===== config.mk =====
export PLATFORM = sky130hd
export DESIGN_NAME = uart_rx_deser
export DESIGN_NICKNAME = d
export VERILOG_FILES = /design/src/rtl/uart_rx_deser.sv
export SDC_FILE = /design/constraint.sdc
export NUM_CORES = 1
export LEC_CHECK = 0
export CAP_MARGIN = 10
export CORE_MARGIN = 4
export CORE_UTILIZATION = 50
export CTS_CLUSTER_DIAMETER = 200
export DETAILED_ROUTE_END_ITERATION = 12
export PLACE_DENSITY = 0.76
export SYNTH_ARGS = -nofsm -noshare
export SYNTH_HDL_FRONTEND = slang
export SYNTH_SLANG_ARGS = --single-unit

===== constraint.sdc =====
create_clock -name clk_i -period 6.2 [get_ports clk_i]
set_clock_uncertainty 0.05 [all_clocks]
set_input_delay 0.62 -clock clk_i [delete_from_list [all_inputs] [get_ports clk_i]]
set_output_delay 0.62 -clock clk_i [all_outputs]
set_load 0.005 [all_outputs]

===== src/rtl/uart_rx_deser.sv =====
// UART 8N1 receive deserializer: 2-flop RX synchronizer, mid-bit sampling
// FSM, byte output on a valid/ready stream with frame/overrun error pulses.
// Ports: clk_i, rst_ni (async low), rx_i (serial in, idle high),
//        data_o/valid_o/ready_i (byte stream), frame_err_o, overrun_o, busy_o.
module uart_rx_deser #(
  parameter int CLKS_PER_BIT = 280
) (
  input  logic       clk_i,
  input  logic       rst_ni,
  input  logic       rx_i,
  output logic [7:0] data_o,
  output logic       valid_o,
  input  logic       ready_i,
  output logic       frame_err_o,
  output logic       overrun_o,
  output logic       busy_o
);

  localparam int CW = $clog2(CLKS_PER_BIT);
  localparam logic [CW-1:0] HALF = CW'(CLKS_PER_BIT / 2 - 1);
  localparam logic [CW-1:0] LAST = CW'(CLKS_PER_BIT - 1);

  typedef enum logic [2:0] {
    IDLE,
    START,
    DATA,
    STOP,
    WAIT_IDLE
  } state_t;

  state_t        state;
  logic [CW-1:0] cnt;
  logic [2:0]    idx;
  logic [7:0]    sr;
  logic          rx_m;
  logic          rx_s;

  always_ff @(posedge clk_i or negedge rst_ni) begin
    if (!rst_ni) begin
      rx_m <= 1'b1;
      rx_s <= 1'b1;
    end else begin
      rx_m <= rx_i;
      rx_s <= rx_m;
    end
  end

  always_ff @(posedge clk_i or negedge rst_ni) begin
    if (!rst_ni) begin
      state       <= IDLE;
      cnt         <= '0;
      idx         <= '0;
      sr          <= '0;
      data_o      <= '0;
      valid_o     <= 1'b0;
      frame_err_o <= 1'b0;
      overrun_o   <= 1'b0;
      busy_o      <= 1'b0;
    end else begin
      frame_err_o <= 1'b0;
      overrun_o   <= 1'b0;
      // A delivery below on the same edge overrides this drop.
      if (valid_o && ready_i) begin
        valid_o <= 1'b0;
      end
      unique case (state)
        IDLE: begin
          if (!rx_s) begin
            state  <= START;
            cnt    <= '0;
            busy_o <= 1'b1;
          end
        end
        START: begin
          if (cnt == HALF) begin
            cnt <= '0;
            if (rx_s) begin
              state  <= IDLE;
              busy_o <= 1'b0;
            end else begin
              state <= DATA;
              idx   <= '0;
            end
          end else begin
            cnt <= cnt + CW'(1);
          end
        end
        DATA: begin
          if (cnt == LAST) begin
            cnt <= '0;
            sr  <= {rx_s, sr[7:1]};
            if (idx == 3'd7) begin
              state <= STOP;
            end else begin
              idx <= idx + 3'd1;
            end
          end else begin
            cnt <= cnt + CW'(1);
          end
        end
        STOP: begin
          if (cnt == LAST) begin
            cnt <= '0;
            if (rx_s) begin
              state  <= IDLE;
              busy_o <= 1'b0;
              if (!valid_o || ready_i) begin
                data_o  <= sr;
                valid_o <= 1'b1;
              end else begin
                overrun_o <= 1'b1;
              end
            end else begin
              // Stop bit low: drop the byte and wait out any break.
              state       <= WAIT_IDLE;
              frame_err_o <= 1'b1;
              sr          <= '0;
            end
          end else begin
            cnt <= cnt + CW'(1);
          end
        end
        WAIT_IDLE: begin
          if (rx_s) begin
            state  <= IDLE;
            busy_o <= 1'b0;
          end
        end
        default: begin
          state  <= IDLE;
          busy_o <= 1'b0;
        end
      endcase
    end
  end

endmodule

Word-level counts from Yosys, hierarchy flattened
Cells that the tools add are included.
{"block": "totals", "register_bits": 37, "inputBits": 4, "output_inout_bits": 12, "elab_cells": 83}
{"block": "op_classes", "n_addsub": 2, "eq_ne": 16, "mux": 39, "bitwise": 1, "reduce_logical": 14}
{"operator": "$mux 3", "n": 11}
{"operator": "$mux 9", "n": 3}
{"operator": "$pmux 9 s3", "n": 1}
{"operator": "$mux 8", "n": 3}
{"operator": "$ne 2x2->1 const B", "n": 9}
{"operator": "$mux 1", "n": 16}
{"operator": "$pmux 8 s2", "n": 1}
{"operator": "$pmux 3 s5", "n": 1}
{"operator": "$reduce_and 4->1", "n": 3}
{"operator": "$add 9x1->9 const B", "n": 1}
{"operator": "$eq 9x8->1 const B", "n": 1}
{"operator": "$eq 9x9->1 const B", "n": 1}
{"operator": "$eq 3x2->1 const B", "n": 2}
{"operator": "$eq 3x3->1 const B", "n": 2}
{"operator": "$pmux 3 s2", "n": 1}
{"operator": "$reduce_and 6->1", "n": 1}
{"operator": "$pmux 1 s5", "n": 1}
{"operator": "$reduce_and 5->1", "n": 1}
{"operator": "$reduce_bool 2->1", "n": 2}
{"operator": "$add 3x1->3 const B", "n": 1}
{"operator": "$eq 3x1->1 const B", "n": 1}
{"operator": "$logic_not 3->1", "n": 1}
{"operator": "$reduce_bool 3->1", "n": 1}
{"operator": "$mux 2", "n": 1}
{"operator": "other kinds (6)", "n": 6}

Logic depth before layout (Yosys ltp)
{"block": "depth", "depth_word": 6, "ltp_mapped": 6, "mapped_depth_nobuf": 6}

Worst setup path after synthesis
Ideal clock, no wire load.
{"block": "synth_timing", "path_kind": "register -> register", "start": "register cnt[0]", "end": "register sr[0]", "setup_time_ps": 79, "arrival_ps": 1916, "required_time_ps": 6071, "path_slack_ps": 4155, "stages_incl_launch_ff": 6, "n_path_buf": 0, "synth_period_minus_slack_ps": 2045, "cell_sequence": "dfrtp_1 > ha_1 > or3b_4 > or4_4 > a21oi_4 > mux2i_1"}
{"block": "synth_between", "elab_chain_cells": 3, "elab_cells_between_ends": 4, "classes_between": "eq/ne: 3; reduce/logical: 1"}
{"element": "start, declared", "line_no": "32", "text": "logic [CW-1:0] cnt;"}
{"element": "start signal, assigned", "line_no": "85", "text": "cnt <= cnt + CW'(1);"}
{"element": "start signal, assigned", "line_no": "98", "text": "cnt <= cnt + CW'(1);"}
{"element": "start signal, assigned", "line_no": "120", "text": "cnt <= cnt + CW'(1);"}
{"element": "$eq 9x9->1 *", "line_no": "89, 102"}
{"element": "$ne 2x2->1 (no source line)"}
{"element": "$reduce_and 4->1 (no source line) *"}
{"element": "end signal, assigned", "line_no": "91", "text": "sr <= {rx_s, sr[7:1]};"}
{"element": "end, declared", "line_no": "34", "text": "logic [7:0] sr;"}
Mark *: on every way between the ends. The rest lies on a longest branch, timed or not.
A chain may end at the register's enable or synchronous reset.

Worst setup path after layout
{"block": "layout_timing", "start": "register cnt[0]", "end": "register sr[3]"}
The elaborated chain is that of the path after synthesis.

==> summary.txt <==
Status
  • Outcome: finished clean

Placed design
  • Detail Placement HPWL: approximately 2600 µm
  • Placer Congestion: 0.874
  • Port bufs: 15
  • DP Worst Slack: 3.94 ns

Yosys
  • Top post-synthesis cells by area: dfrtp_1, mux2i_1, mux2_2, nand2_1, dfstp_2
  • Yosys top cell area share: between 40 and 50%
  • Synth top cells by count: dfrtp_1, nand2_1, inv_1, mux2i_1, nor2_1
  • Syn Std Cell Area: ~0.0019 mm²
  • #FFs+latches synth: 37
  • Synth area leader: dfrtp_1
  • EDFF count, synth: 0
  • Syn Inst Count: between 150 and 200
  • Post-synth ARST share: 100%
  • Synth cell types: 48
  • Register area share after synthesis: 50.2%
  • Number of synthesis warnings: 0
  • Most numerous cell in the Yosys netlist: dfrtp_1
  • Average cell area after synthesis: around 11 µm²
  • Synth Flop Type: dfrtp_1
  • Syn_nets: 181

Setup path
  • WP data required: roughly 6.4 ns
  • Launch point of the worst reg-to-reg path: cnt[0]
  • Worst-path maximum fanout: 7
  • Crit path kind: reg2reg
  • Reg-to-Reg End: sr[3]
  • FF-to-FF path depth: 5
  • Critical Path Source: cnt[0]
  • Critical Path AT: 2.43 ns
  • Critical Path Sink Type: flop
  • Element type at the critical path start: flop
  • R2R Setup Slk: ~3.9 ns
  • Capture point of the worst path: sr[3]

Timing
  • Setup tns final: 0 ns
  • # setup viols final: 0
  • Peak Freq: between 400 and 500 MHz
  • Final slew viol count: 0
  • Slew HR: 56.1%
  • Fin. Hold Viols: 0
  • Tmin final: around 2.3 ns
  • Final worst slack: slightly below 4 ns
  • Share of the clock period used by the worst path: 36.5%
  • Slew @ Worst Pin: about 0.65 ns
  • RSZ-0062 raised after global routing: no

GRT
  • Antenna violations before repair: 0
  • Wire length of the first global-routing pass: 6150 µm
  • Largest net degree at the start of global routing: 38
  • Number of global-route vias before repair: roughly 1,400
  • Global route overflow: 0
  • Gr usage total: a little under a fifth

Floorplan
  • Die Wd: ~69 µm
  • Initial Util: 53.8%
  • Row count: 21
  • Num ports: 16
  • Core Region: 0.00344 mm²
  • Die area: about 0.0047 mm²
  • Die Height: approximately 69 µm

CTS
  • Clock sinks: 37
  • Post-CTS Setup Repair Bufs: 0
  • CTS clk-pin slew, worst paths: about 0.080 ns
  • Htree depth: 2
  • CTS tree: yes
  • Resized cells post-CTS: 0
  • Root Driver: clkbuf_8
  • Worst-Skew Late Latency: around 0.30 ns
  • Clk buf depth: 2
  • Total CTS buffers: 5
  • Hold_buf cts: 0

Detailed routing
  • # DRC: 0
  • Vias post-DR: approximately 1,400
  • Total Wirelength: 3550 µm
  • DR WL/cell: between 10 and 15 µm
  • Post-route ant nets: 0
  • Vias per cell: ~5.8
  • 1st-pass router iterations: 4
  • First DRT Iteration DRCs: between 40 and 50

Layout
  • Final #Nets: ~200
  • Share of layout cells above drive strength 1: ~15%
  • Area growth from synthesis to final layout: 15.0%
  • Final core occ: between 60% and 70%
  • Number of diodes: 0

Run
  • Max-cap viol count: 0

Worst hold path
  • Worst Hold Class: reg2reg

Power and ir drop
  • LEAKAGE: slightly below 0.9 nW
  • VDD IR max: about 150 µV
  • PD cells: ~200 mW/mm²
-- per-layer routing --
layer / GRT usage, % / part of all wire, %
met5: 0 / 0
met4: 7.79 / 1.8
met3: 5.83 / 4.8
met2: 29.2 / 50
met1: 21.9 / 43
-- per-stage QoR --
step,instance area [µm²],hold slack [ns],power [mW],instances
after floorplan,1850,0.274,0.249,174
after global placement,2040,0.296,0.256,230
after detailed placement,2040,0.297,0.256,230
after CTS,2130,0.308,0.419,238
after global routing,2130,0.311,0.432,238
final,2130,0.306,0.416,238
-- placed cells by master, fill, tap and decap left out, types with 2 or more instances in the layout --
cell type,count
a21o_1,3
nor2_1,11
mux2i_1,11
nand2b_1,2
o21ai_0,10
dfrtp_1,35
nand2_1,16
a41oi_1,2
clkinv_2,2
o2bb2ai_1,2
o41ai_1,2
inv_1,14
clkdlybuf4s50_1,15
nand4_1,2
mux2_2,9
dfstp_2,2
nand4bb_1,2
ha_1,3
nand3_1,8
nor3_1,4
clkbuf_8,5
and3_1,3
-- worst min-delay path by stage --
stage | start | cells past startpoint | slack, ns | end
6_report | rx_m | 0 | 0.31 | rx_s
5_1_grt | rx_m | 0 | 0.31 | rx_s
4_1_cts | rx_m | 0 | 0.31 | rx_s
3_5_place_dp | rx_m | 0 | 0.30 | rx_s
3_3_place_gp | rx_m | 0 | 0.30 | rx_s
2_1_floorplan | rst_ni | 0 | 0.27 | busy_o
-- power by group --
group	total (mW)	leakage (nW)	internal [mW]	switching, mW
combinational	0.00760	0.352	0.00244	0.00516
clock	0.165	0.0439	0.0775	0.0878
sequential	0.244	0.490	0.242	0.00108
total	0.416	0.886	0.322	0.0941
-- state kept, by name, summed over array words and instances (netlist names) --
| signal | flops |
|---|---|
| frame_err_o | 1 |
| cnt | 9 |
| rx_m | 1 |
| busy_o | 1 |
| sr | 8 |
| overrun_o | 1 |
| state | 3 |
| data_o | 8 |
| valid_o | 1 |
| rx_s | 1 |
| idx | 3 |
-- final cells by class --
cell class,instances,area (µm²)
fill,284,1310
sequential,37,928
multi-input combinational,117,846
timing repair buffer,16,158
clock buffer,5,68.8
tap,46,57.6
inverter,14,52.6
clock inverter,3,17.5
-- critical path, cell delays in order, from the launching register on --
cell,delay (ns)
dfrtp_1,0.39
ha_1,0.25
or3b_4,0.45
or4_4,0.47
a21oi_4,0.31
mux2i_1,0.26
-- logic make-up (layout without fill, tap and decap cells) --
| group | after synthesis | count (layout) | share of synthesized area, % |
|---|---|---|---|
| and+or+nand+nor | 61 | 61 | 18.6 |
| DFF | 37 | 37 | 50.2 |
| AOI/OAI and AO/OA | 32 | 32 | 13.2 |
| muxes | 20 | 20 | 11.4 |
| buffers and inverters | 20 | 38 | 4.12 |
| adders and majority gates | 3 | 3 | 2.03 |
| xor gates and xnor gates | 1 | 1 | 0.473 |
Note: power is estimated with default switching activity, not from simulation.
